[config.mk]
export PLATFORM = sky130hd
export DESIGN_NAME = vp_issue_sequencer
export DESIGN_NICKNAME = d
export VERILOG_FILES = /design/src/rtl/vp_issue_sequencer.sv
export SDC_FILE = /design/constraint.sdc
export NUM_CORES = 1
export LEC_CHECK = 0
export BUFFER_PORTS_ARGS = -buffer_cell sky130_fd_sc_hd__clkbuf_2
export CAP_MARGIN = 30
export CORE_UTILIZATION = 60
export CTS_BUF_LIST = sky130_fd_sc_hd__clkbuf_16
export DETAILED_ROUTE_END_ITERATION = 12
export PLACE_DENSITY = 0.84
export SETUP_SLACK_MARGIN = 0.3
export SLEW_MARGIN = 10
export SYNTH_ARGS = -nofsm -noshare
export SYNTH_HDL_FRONTEND = slang
export SYNTH_SLANG_ARGS = --single-unit
[constraint.sdc]
create_clock -name clk -period 4.93 [get_ports clk]
set_clock_uncertainty 0.05 [all_clocks]
set_input_delay 0.986 -clock clk [delete_from_list [all_inputs] [get_ports clk]]
set_output_delay 0.986 -clock clk [all_outputs]
set_load 0.01 [all_outputs]
[src/rtl/vp_issue_sequencer.sv]
// vp_issue_sequencer: instruction front end for the 16x32 vector datapath.
// Buffers instructions in a small FIFO, then walks each one through its
// timed phases while driving the memory / register-file / ALU control strobes.
module vp_issue_sequencer #(
  parameter int FIFO_DEPTH = 4,
  parameter int ALU_LAT    = 1,
  parameter int MEM_LAT    = 1
) (
  input  logic        clk,
  input  logic        rst,
  input  logic        in_valid,
  output logic        in_ready,
  input  logic [1:0]  in_opcode,
  input  logic [1:0]  in_rf_addr,
  input  logic [4:0]  in_mem_addr,
  output logic [1:0]  opcode,
  output logic [1:0]  rf_address,
  output logic [4:0]  mem_address,
  output logic        mem_read,
  output logic        mem_write,
  output logic        rf_read,
  output logic        rf_write,
  output logic        read_two_regs,
  output logic        write_two_regs,
  output logic        alu_in_load,
  output logic        rf_in_load,
  output logic        busy,
  output logic        done,
  output logic [15:0] retired_count
);

  localparam int AW     = $clog2(FIFO_DEPTH);
  localparam int MAXLAT = (ALU_LAT > MEM_LAT) ? ALU_LAT : MEM_LAT;
  localparam int CW     = $clog2(MAXLAT) + 1;
  // Counter reload values; the ALU phase is in its first cycle while the
  // counter still holds its reload value.
  localparam logic [CW-1:0] C_ALU_INIT = CW'(ALU_LAT - 1);
  localparam logic [CW-1:0] C_MEM_INIT = CW'(MEM_LAT - 1);

  localparam logic [1:0] OP_ADD   = 2'd0;
  localparam logic [1:0] OP_MUL   = 2'd1;
  localparam logic [1:0] OP_LOAD  = 2'd2;
  localparam logic [1:0] OP_STORE = 2'd3;

  typedef enum logic [2:0] {
    S_IDLE, S_RD2, S_ALU, S_WB, S_MRD, S_RFW, S_RRD, S_MWR
  } state_t;

  state_t          r_state;
  state_t          w_state_next;
  logic [CW-1:0]   r_cnt;
  logic [CW-1:0]   w_cnt_next;

  // FIFO: entry = {opcode, rf index, memory index}; pointers carry a wrap bit
  logic [8:0]      r_fifo [FIFO_DEPTH];
  logic [AW:0]     r_wr_ptr;
  logic [AW:0]     r_rd_ptr;
  logic [8:0]      w_head;
  logic            w_empty;
  logic            w_full;
  logic            w_push;
  logic            w_pop;

  logic [1:0]      r_opcode;
  logic [1:0]      r_rf_address;
  logic [4:0]      r_mem_address;
  logic [15:0]     r_retired_count;

  assign w_empty  = (r_wr_ptr == r_rd_ptr);
  assign w_full   = (r_wr_ptr[AW] != r_rd_ptr[AW]) &&
                    (r_wr_ptr[AW-1:0] == r_rd_ptr[AW-1:0]);
  assign w_push   = in_valid && !w_full;
  assign w_head   = r_fifo[r_rd_ptr[AW-1:0]];

  assign in_ready      = !w_full;
  assign busy          = (r_state != S_IDLE) || !w_empty;
  assign opcode        = r_opcode;
  assign rf_address    = r_rf_address;
  assign mem_address   = r_mem_address;
  assign retired_count = r_retired_count;

  // FIFO storage write; contents need no reset because the pointers define validity
  always_ff @(posedge clk) begin
    if (w_push) begin
      r_fifo[r_wr_ptr[AW-1:0]] <= {in_opcode, in_rf_addr, in_mem_addr};
    end
  end

  // Next-state, wait counter, pop decision and phase strobes
  always_comb begin
    w_state_next   = r_state;
    w_cnt_next     = r_cnt;
    w_pop          = 1'b0;
    mem_read       = 1'b0;
    mem_write      = 1'b0;
    rf_read        = 1'b0;
    rf_write       = 1'b0;
    read_two_regs  = 1'b0;
    write_two_regs = 1'b0;
    alu_in_load    = 1'b0;
    rf_in_load     = 1'b0;
    done           = 1'b0;

    case (r_state)
      S_RD2: begin
        read_two_regs = 1'b1;
        w_state_next  = S_ALU;
        w_cnt_next    = C_ALU_INIT;
      end
      S_ALU: begin
        alu_in_load = (r_cnt == C_ALU_INIT);
        if (r_cnt == '0) begin
          w_state_next = S_WB;
        end else begin
          w_cnt_next = r_cnt - 1'b1;
        end
      end
      S_WB: begin
        rf_in_load     = 1'b1;
        write_two_regs = 1'b1;
        done           = 1'b1;
      end
      S_MRD: begin
        mem_read = 1'b1;
        if (r_cnt == '0) begin
          w_state_next = S_RFW;
        end else begin
          w_cnt_next = r_cnt - 1'b1;
        end
      end
      S_RFW: begin
        mem_read = 1'b1;
        rf_write = 1'b1;
        done     = 1'b1;
      end
      S_RRD: begin
        rf_read      = 1'b1;
        w_state_next = S_MWR;
      end
      S_MWR: begin
        rf_read   = 1'b1;
        mem_write = 1'b1;
        done      = 1'b1;
      end
      default: ;
    endcase

    // Issue point: idle or last phase of the current instruction (no bubble)
    if ((r_state == S_IDLE) || done) begin
      if (!w_empty) begin
        w_pop = 1'b1;
        case (w_head[8:7])
          OP_ADD, OP_MUL: w_state_next = S_RD2;
          OP_LOAD: begin
            w_state_next = S_MRD;
            w_cnt_next   = C_MEM_INIT;
          end
          OP_STORE: w_state_next = S_RRD;
          default: w_state_next = S_IDLE;
        endcase
      end else begin
        w_state_next = S_IDLE;
      end
    end
  end

  // State, counter, FIFO pointers, issued-instruction fields and retire count
  always_ff @(posedge clk or posedge rst) begin
    if (rst) begin
      r_state         <= S_IDLE;
      r_cnt           <= '0;
      r_wr_ptr        <= '0;
      r_rd_ptr        <= '0;
      r_opcode        <= '0;
      r_rf_address    <= '0;
      r_mem_address   <= '0;
      r_retired_count <= '0;
    end else begin
      r_state <= w_state_next;
      r_cnt   <= w_cnt_next;
      if (w_push) begin
        r_wr_ptr <= r_wr_ptr + 1'b1;
      end
      if (w_pop) begin
        r_rd_ptr      <= r_rd_ptr + 1'b1;
        r_opcode      <= w_head[8:7];
        r_rf_address  <= w_head[6:5];
        r_mem_address <= w_head[4:0];
      end
      if (done) begin
        r_retired_count <= r_retired_count + 16'd1;
      end
    end
  end

endmodule

==> impl_metrics.tcl, run 1 <==
set metrics [dict create \
    grt_antenna_before_repair 0 \
    post-cts-setup-buffers 0 \
    htree_num_levels 3 \
    cts_tree "built" \
    rsz0062_at_grt "false" \
    max_cap_viol_count 0 \
    numPlacedInstances 306 \
    synth-edff-count 36 \
    multi_input_comb_area_um2 963 \
    syn_area_per_cell_um2 15.2 \
    drt_first_pass_iters 4 \
    finish.utilization_pct 75.3 \
    grt-ovfl-total 0 \
    worst_skew_pair.late_latency_ns 0.33 \
    holdBufCountCts 0 \
    clock_path_buffers 2 \
    post_cts.resized_instances 0 \
    drt_first_iter_violations 124 \
    worst_setup_path_start_kind "flop" \
    synth_top_area_cell "sky130_fd_sc_hd__edfxtp_1" \
    ir_drop_v 0.000361 \
    cts_num_sinks 71 \
    dp_hpwl_mm 3.31 \
    route.final.wire_length_mm 5.07 \
    synthArstFlopShare_pct 49.3 \
    synthesized_area_fraction_occupied_by_ao_oa_aoi_and_oai_cells_pct 2.50 \
    groute.usage.overall_pct 21.3 \
    ys_seq_area_share_pct 65.2 \
    std_cell_rows 25 \
    synth.area.mux_share_pct 11.0 \
    fin_total_pwr_mw 2.41 \
    total_leakage_power_nw 1.55 \
    finalHoldViolCount 0 \
    dpl_worst_slack_ns 2.25 \
    top_level_ports 48 \
    die_h_um 72.7 \
    critical_path_class "flop to output pin" \
    globalplace.congestion 0.760 \
    fin_cells 322 \
    route.detailed.drc 0 \
    worstMarginPinSlew_ns 0.687 \
    place.port_buffers 47 \
    drt-wirelength-per-cell_um 15.7 \
    cp_data_required_time_ns 3.89 \
    ys_top_cells_by_area "sky130_fd_sc_hd__edfxtp_1 36%, sky130_fd_sc_hd__dfrtp_1 29%, sky130_fd_sc_hd__mux4_2 6.8%, sky130_fd_sc_hd__xnor2_1 5.0%, sky130_fd_sc_hd__mux2_4 3.5%" \
    area_share_of_fa_ha_maj_cells_after_synthesis_pct 2.50 \
    dieArea_um2 5290 \
    root_buffer "sky130_fd_sc_hd__clkbuf_16" \
    outcome "finished clean" \
    via_per_inst 5.46 \
    synth.cell_area_um2 3000 \
    syn_inst 198 \
    synth_top_family_by_area "multiplexers" \
    hp-class "flop to flop" \
    final.min_clock_period_ns 3.01 \
    cts_inserted_buffers 9 \
    timing.critical_path.arrival_ns 1.97 \
    ant_nets 0 \
    worst_slew_margin_rel_pct 54.2 \
    totalNegativeSetupSlack_ns 0 \
    setup_violators_final 0 \
    mostFrequentLayoutCell "sky130_fd_sc_hd__clkbuf_2" \
    drv_slew 0 \
    fill_cells 314 \
    min_period_over_period_pct 61.0 \
    post_synth_xor_area_fraction_pct 7.00 \
    sequential_cell_area_um2 1960 \
    core-area_um2 4750 \
    worst-path-max-fanout 12 \
    grt_pass1_wl_mm 7.96 \
    clk_pin_slew_worst_paths_ns 0.06 \
    die_w_um 72.7 \
    dominantRegCellSynth "sky130_fd_sc_hd__edfxtp_1" \
    pin_count_of_the_biggest_net_entering_global_routing 36 \
    yosys_warnings 0 \
    antenna_cells 0 \
    nets 268 \
    postLayoutSetupSlackWorst_ns 1.92 \
    max_freq_mhz 333 \
    power_density_nw_per_um2 674 \
    synth.distinct_cells 33 \
    grt_pass1_vias 1653 \
    synth_top_area_share_pct 36.0 \
    setup.worst_path.end_class "output pin" \
    initial_utilization_pct 63.1 \
    area_delta_synth_final_pct 19.3 \
    yosys_register_bits 71 \
    final_cell_mix "47 x sky130_fd_sc_hd__clkbuf_2, 36 x sky130_fd_sc_hd__edfxtp_1, 35 x sky130_fd_sc_hd__dfrtp_1, 17 x sky130_fd_sc_hd__xnor2_1, 14 x sky130_fd_sc_hd__nand2_1" \
    final_layout_size_suffix_gt1_share_pct 33.3 \
    num_vias 1758 \
    postSynthNetCount 216 \
    post_synth_and_or_nand_nor_area_fraction_pct 9.09 \
]
[flip-flops by register name (all words and copies together), names as in the netlist]
name / count
r_rd_ptr: 3
r_fifo: 36
rf_address: 2
retired_count: 16
opcode: 2
r_cnt: 1
r_state: 3
mem_address: 5
r_wr_ptr: 3
[per-stage QoR]
stage / area [µm²] / hold WS [ns]
6_report: 3580 / 0.426
5_1_grt: 3580 / 0.464
4_1_cts: 3580 / 0.430
3_5_place_dp: 3280 / 0.423
3_3_place_gp: 3280 / 0.411
2_1_floorplan: 3000 / 0.448
[routing by layer]
metal,routed length [µm],track usage (%),up-vias
met3,223,6.22,7
met4,68,8.93,0
met2,2520,34.5,52
li1,-,-,823
met1,2260,27.1,876
met5,0,0,-
[cells in the mapped netlist, types with 3 or more instances]
| library cell | number |
|---|---|
| sky130_fd_sc_hd__ha_1 | 6 |
| sky130_fd_sc_hd__nand3_1 | 7 |
| sky130_fd_sc_hd__dfrtp_1 | 35 |
| sky130_fd_sc_hd__mux4_2 | 9 |
| sky130_fd_sc_hd__o21ai_0 | 5 |
| sky130_fd_sc_hd__and2_1 | 6 |
| sky130_fd_sc_hd__nand4_1 | 4 |
| sky130_fd_sc_hd__xor2_1 | 7 |
| sky130_fd_sc_hd__inv_1 | 9 |
| sky130_fd_sc_hd__nand2_1 | 14 |
| sky130_fd_sc_hd__mux2_4 | 7 |
| sky130_fd_sc_hd__xnor2_1 | 17 |
| sky130_fd_sc_hd__and3_1 | 3 |
| sky130_fd_sc_hd__nor2_1 | 6 |
| sky130_fd_sc_hd__edfxtp_1 | 36 |
[area by class of cell]
class                      count  share of cell area [%]
timing repair buffer          48                    6.78
sequential                    71                    54.7
multi-input combinational    111                    26.9
inverter                       9                   0.944
clock inverter                 7                    2.06
tap                           67                    2.34
clock buffer                   9                    6.29
[critical path: stages (launching register included)]
cell	delay, ns
sky130_fd_sc_hd__dfrtp_1	0.62
sky130_fd_sc_hd__xnor2_1	0.43
sky130_fd_sc_hd__nand3_1	0.15
sky130_fd_sc_hd__or2_2	0.31
sky130_fd_sc_hd__clkbuf_2	0.13
[cells by family after synthesis]
family                     count (synthesis)
AOI/OAI and AO/OA                         11
xor gates and xnor gates                  24
and+or+nand+nor                           52
DFF                                       71
buffers and inverters                     16
muxes                                     18
adders and majority gates                  6
[path summary, 6_finish.rpt]
check                                               from                             to  slack (ns)  cells past startpoint
max                              r_rd_ptr[0]$_DFFE_PP0P_                           busy        1.92                      4
min                        retired_count[15]$_DFFE_PP0P_  retired_count[15]$_DFFE_PP0P_        0.43                      1
max reg2reg                      r_rd_ptr[0]$_DFFE_PP0P_         r_fifo[3][8]$_DFFE_PP_        2.44                      3
min reg2reg                retired_count[15]$_DFFE_PP0P_  retired_count[15]$_DFFE_PP0P_        0.43                      1
max in group asynchronous                            rst        r_wr_ptr[2]$_DFFE_PP0P_        3.83                      3
min in group asynchronous                            rst     mem_address[1]$_DFFE_PP0P_        0.68                      3
[power breakdown]
part           leakage [nW]  internal (mW)  switching [mW]  total (mW)
combinational         0.637          0.414           0.386       0.800
sequential            0.771          0.807           0.171       0.978
clock                 0.145          0.392           0.244       0.635
total                  1.55           1.61           0.801        2.41
(Power assumes the default switching activity.)
==> inputs of run 2 (changes only) <==
- CORE_UTILIZATION: 60 -> 56
- PLACE_DENSITY: 0.84 -> 0.79
- clock period: 4.93 -> 3 ns (I/O delays scaled with it)
==> impl_metrics.tcl, run 2 (synthesis gave the netlist of run 1 again) <==
set metrics [dict create \
    outcome "finished clean" \
    drt_first_iter_violations 54 \
    final.min_clock_period_ns 2.53 \
    antenna_cells 0 \
    num_vias 1720 \
    via_per_inst 5.28 \
    finalHoldViolCount 0 \
    place.port_buffers 47 \
    cts_num_sinks 71 \
    worstMarginPinSlew_ns 0.594 \
    std_cell_rows 26 \
    initial_utilization_pct 58.4 \
    cp_data_required_time_ns 2.35 \
    dieArea_um2 5660 \
    final_cell_mix "47 x sky130_fd_sc_hd__clkbuf_2, 36 x sky130_fd_sc_hd__edfxtp_1, 35 x sky130_fd_sc_hd__dfrtp_1, 17 x sky130_fd_sc_hd__xnor2_1, 14 x sky130_fd_sc_hd__nand2_1" \
    post-cts-setup-buffers 0 \
    globalplace.congestion 0.742 \
    worst_skew_pair.late_latency_ns 0.33 \
    fill_cells 341 \
    pin_count_of_the_biggest_net_entering_global_routing 36 \
    drv_slew 0 \
    critical_path_class "flop to output pin" \
    totalNegativeSetupSlack_ns 0 \
    rsz0062_at_grt "false" \
    grt-ovfl-total 0 \
    total_leakage_power_nw 1.57 \
    ant_nets 0 \
    worst-path-max-fanout 12 \
    final_layout_size_suffix_gt1_share_pct 32.8 \
    area_delta_synth_final_pct 20.1 \
    drt_first_pass_iters 4 \
    mostFrequentLayoutCell "sky130_fd_sc_hd__clkbuf_2" \
    die_w_um 75.2 \
    timing.critical_path.arrival_ns 1.88 \
    drt-wirelength-per-cell_um 15.7 \
    min_period_over_period_pct 84.2 \
    met1_usage_pct 28.3 \
    clock_path_buffers 2 \
    post_cts.resized_instances 0 \
    grt_most_used_layer "met2" \
    worst_slew_margin_rel_pct 60.1 \
    grt_antenna_before_repair 0 \
    critPathMaxStageDelay_ns 0.55 \
    ir_drop_v 0.000620 \
    max_freq_mhz 396 \
    setup_violators_final 0 \
    htree_num_levels 3 \
    core-area_um2 5140 \
    holdBufCountCts 0 \
    nets 269 \
    route.final.wire_length_mm 5.11 \
    root_buffer "sky130_fd_sc_hd__clkbuf_16" \
    grt_pass1_vias 1624 \
    setup.worst_path.end_class "output pin" \
    cts_inserted_buffers 9 \
    cts_tree "built" \
    global_route.usage.met2_pct 30.7 \
    met3_usage_pct 4.69 \
    max_cap_viol_count 0 \
    die_h_um 75.2 \
    grt_pass1_wl_mm 8.06 \
    worst_setup_path_start_kind "flop" \
    clk_pin_slew_worst_paths_ns 0.05 \
    groute.usage.overall_pct 20.7 \
    top_level_ports 48 \
    largest_reg_flops 36 \
    hp-class "input port to asynchronous set/reset pin" \
    dp_hpwl_mm 3.61 \
    power_density_nw_per_um2 1110 \
    fin_total_pwr_mw 4.02 \
    slowest_stage "sky130_fd_sc_hd__dfrtp_1" \
    route.detailed.drc 0 \
    path_cells "xnor2_1 -> nand3_1 -> or2_2 -> clkbuf_2" \
]
[run 2: cell types whose count changed in the layout (fill, tap and decap cells not counted), sizes merged]
| cell | previous run | this run |
|---|---|---|
| buf | 1 | 2 |
| bufinv | 1 | 2 |
| clkinv | 5 | 3 |
| inv | 9 | 10 |
[run 2: final timing paths]
check | from | to | slack (ns) | cells past startpoint
worst max-delay path | r_rd_ptr[1]$_DFFE_PP0P_ | busy | 0.47 | 4
worst min-delay path | rst | r_state[1]$_DFFE_PP0P_ | 0.29 | 3
worst max register to register | r_rd_ptr[1]$_DFFE_PP0P_ | r_fifo[3][1]$_DFFE_PP_ | 0.67 | 3
worst min register to register | retired_count[15]$_DFFE_PP0P_ | retired_count[15]$_DFFE_PP0P_ | 0.43 | 1
max in group asynchronous | rst | r_rd_ptr[1]$_DFFE_PP0P_ | 2.29 | 3
min in group clk | retired_count[15]$_DFFE_PP0P_ | retired_count[15]$_DFFE_PP0P_ | 0.43 | 1
[run 2: report_power, final]
part	switching, mW	internal (mW)	leakage (nW)	total (mW)
Combinational	0.643	0.690	0.642	1.33
Clock	0.388	0.720	0.154	1.11
Sequential	0.252	1.33	0.771	1.58
Total	1.28	2.74	1.57	4.02
[run 2: cell type report]
type | count | area (µm²) | area share (%)
clock buffer | 9 | 225 | 6.25
inverter | 9 | 33.8 | 0.937
multi-input combinational | 111 | 963 | 26.7
tap | 70 | 87.6 | 2.43
clock inverter | 7 | 88.8 | 2.46
sequential | 71 | 1960 | 54.3
timing repair buffer | 49 | 250 | 6.94
[run 2: metal layers]
metal / part of all wire [%] / vias to the layer above
met5: 0 / -
met1: 48 / 838
met4: 2.6 / 0
met2: 46 / 44
li1: - / 826
met3: 4.2 / 12
[run 2: worst max-delay path, delay by kind of cell, from the launching register on]
| kind | cells | cell delay (ns) |
|---|---|---|
| AND/OR/NAND/NOR | 2 | 0.46 |
| flip-flops | 1 | 0.55 |
| buffers and inverters | 1 | 0.13 |
| XOR/XNOR | 1 | 0.42 |
[run 2: through the flow]
stage / hold slack [ns] / utilization (%) / worst slack [ns] / cells / cell area [µm²]
after global placement: 0.413 / 64.0 / 0.818 / 310 / 3290
after global routing: 0.353 / 70.2 / 0.345 / 326 / 3610
after CTS: 0.310 / 70.2 / 0.464 / 326 / 3610
after detailed placement: 0.433 / 64.0 / 0.702 / 310 / 3290
after floorplan: 0.448 / - / 1.20 / 198 / 3000
final: 0.293 / 70.2 / 0.473 / 326 / 3610
==> inputs of run 3 (changes only) <==
- CORE_UTILIZATION: 56 -> 50
- PLACE_DENSITY: 0.79 -> 0.75
- clock period: 3 -> 2.3 ns (I/O delays scaled with it)
==> impl_metrics.tcl, run 3 (synthesis gave the netlist of run 1 again) <==
set metrics [dict create \
    outcome "finished clean" \
    globalplace.congestion 0.736 \
    reg2reg_to "mem_address[4]$_DFFE_PP0P_" \
    totalNegativeSetupSlack_ns 0 \
    initial_utilization_pct 53.2 \
    crit_buf_inv 1 \
    rr_worst_depth 5 \
    dieArea_um2 6320 \
    critPathTopFamily "simple AND/OR/NAND/NOR gates" \
    critical_path_class "flop to output pin" \
    slowest_stage "sky130_fd_sc_hd__dfrtp_2" \
    largest_reg_flops 36 \
    worst_setup_path_start_kind "flop" \
    root_buffer "sky130_fd_sc_hd__clkbuf_16" \
    route.final.wire_length_mm 5.65 \
    rsz0062_at_grt "true" \
    groute.usage.overall_pct 19.9 \
    setup_violators_final 0 \
    cts_tree "built" \
    place.port_buffers 47 \
    worstMarginPinSlew_ns 0.584 \
    timing.critical_path.arrival_ns 1.50 \
    mostFrequentLayoutCell "sky130_fd_sc_hd__clkbuf_2" \
    drt_first_pass_iters 4 \
    die_h_um 79.5 \
    final.min_clock_period_ns 2.01 \
    htree_num_levels 3 \
    drt-wirelength-per-cell_um 16.3 \
    clock_path_buffers 2 \
    reg2reg_slack_ns 0.39 \
    max_freq_mhz 498 \
    cts_num_sinks 71 \
    drv_slew 0 \
    worst_skew_pair.late_latency_ns 0.33 \
    antenna_cells 0 \
    final.hold.worst_slack_ns 0.155 \
    route.detailed.drc 0 \
    hp-class "input port to asynchronous set/reset pin" \
    reg2reg_from "r_rd_ptr[0]$_DFFE_PP0P_" \
    num_vias 1852 \
    power_density_nw_per_um2 1470 \
    drt_first_iter_violations 76 \
    pin_count_of_the_biggest_net_entering_global_routing 36 \
    top_level_ports 48 \
    cp_data_required_time_ns 1.79 \
    nets 288 \
    grt_antenna_before_repair 0 \
    finalHoldViolCount 0 \
    core-area_um2 5640 \
    die_w_um 79.5 \
    via_per_inst 5.34 \
    final_cell_mix "45 x sky130_fd_sc_hd__clkbuf_2, 36 x sky130_fd_sc_hd__edfxtp_1, 28 x sky130_fd_sc_hd__dfrtp_1, 20 x sky130_fd_sc_hd__buf_4, 14 x sky130_fd_sc_hd__xnor2_1" \
    grt_pass1_vias 1815 \
    clk_pin_slew_worst_paths_ns 0.06 \
    setup.worst_path.end_class "output pin" \
    total_leakage_power_nw 1.66 \
    path_cells "or3_4 -> or2_4 -> buf_6" \
    worst_slew_margin_rel_pct 60.7 \
    grt_pass1_wl_mm 8.87 \
    cts_inserted_buffers 9 \
    dp_hpwl_mm 3.59 \
    fill_cells 417 \
    max_cap_viol_count 0 \
    std_cell_rows 27 \
    min_period_over_period_pct 87.3 \
    final_layout_size_suffix_gt1_share_pct 44.7 \
    worst-path-max-fanout 2 \
    area_delta_synth_final_pct 26.1 \
    ir_drop_v 0.000877 \
    ant_nets 0 \
    grt-ovfl-total 0 \
    critPathMaxStageDelay_ns 0.41 \
]
==> run 3: changes by cell type in the layout (fill, tap and decap cells not counted), moves of 2 or more <==
cell | before | now
sky130_fd_sc_hd__xnor2_2 | 0 | 3
sky130_fd_sc_hd__dfrtp_2 | 0 | 7
sky130_fd_sc_hd__buf_6 | 0 | 2
sky130_fd_sc_hd__bufinv_16 | 2 | 0
sky130_fd_sc_hd__xnor2_1 | 17 | 14
sky130_fd_sc_hd__clkbuf_2 | 47 | 45
sky130_fd_sc_hd__and2_1 | 6 | 2
sky130_fd_sc_hd__and2_2 | 0 | 4
sky130_fd_sc_hd__buf_4 | 2 | 20
sky130_fd_sc_hd__dfrtp_1 | 35 | 28
==> run 3: metrics by stage <==
stage	power, mW	worst slack [ns]	utilization (%)	std cells	cell area (µm²)
6_report	5.56	0.292	67.1	347	3780
5_1_grt	5.90	0.252	67.1	347	3780
4_1_cts	5.41	0.282	65.6	341	3700
3_5_place_dp	3.91	0.345	58.8	315	3320
3_3_place_gp	3.86	0.418	58.8	315	3320
2_1_floorplan	3.40	0.569	-	198	3000
==> run 3: worst reg2reg max path, cell delays in order, from the launching register on <==
cell                      delay, ns
sky130_fd_sc_hd__dfrtp_1       0.41
sky130_fd_sc_hd__xnor2_2       0.24
sky130_fd_sc_hd__buf_4         0.16
sky130_fd_sc_hd__buf_6         0.09
sky130_fd_sc_hd__a32o_2        0.45
sky130_fd_sc_hd__mux2_2        0.39
==> run 3: power by group <==
part	switching [mW]	total (mW)	internal [mW]	leakage, nW
sequential	0.252	1.99	1.74	0.764
combinational	1.10	2.31	1.21	0.762
clock	0.522	1.25	0.729	0.133
total	1.87	5.56	3.68	1.66
==> run 3: layer usage <==
metal  GRT usage, %  share of wire (%)
met5              0                  0
met4           6.91               0.85
met3           7.89                4.1
met2           32.6                 51
met1           23.8                 44
==> run 3: worst max-delay path by stage <==
| stage | slack, ns | cells after the start | end | startpoint |
|---|---|---|---|---|
| detailed placement | 0.34 | 3 | r_fifo[3][0]$_DFFE_PP_ | r_wr_ptr[1]$_DFFE_PP0P_ |
| CTS | 0.28 | 4 | r_fifo[1][1]$_DFFE_PP_ | r_wr_ptr[0]$_DFFE_PP0P_ |
| global placement | 0.42 | 4 | r_cnt$_DFF_PP0_ | r_state[0]$_DFFE_PP0P_ |
| floorplan | 0.57 | 3 | r_fifo[3][0]$_DFFE_PP_ | r_wr_ptr[1]$_DFFE_PP0P_ |
| finish | 0.29 | 3 | busy | r_state[2]$_DFFE_PP0P_ |
| global route | 0.25 | 4 | busy | r_wr_ptr[2]$_DFFE_PP0P_ |
==> run 3: timing repair <==
item                       CTS  global route
setup endpoints to repair    2            34
setup buffers               10             6
hold buffers                 0             0
resized for setup           11            15
pin swaps                    3             5
==> run 3: cell type report <==
cell class              count  area, µm²  share of cell area, %
multi-input cells         111       1020                   26.9
repair buffers             68        403                   10.6
well taps                  72       90.1                   2.38
flip-flops and latches     71       1970                   51.9
inverters                   9       33.8                  0.893
clock inverters             7       50.0                   1.32
clock buffers               9        225                   5.95
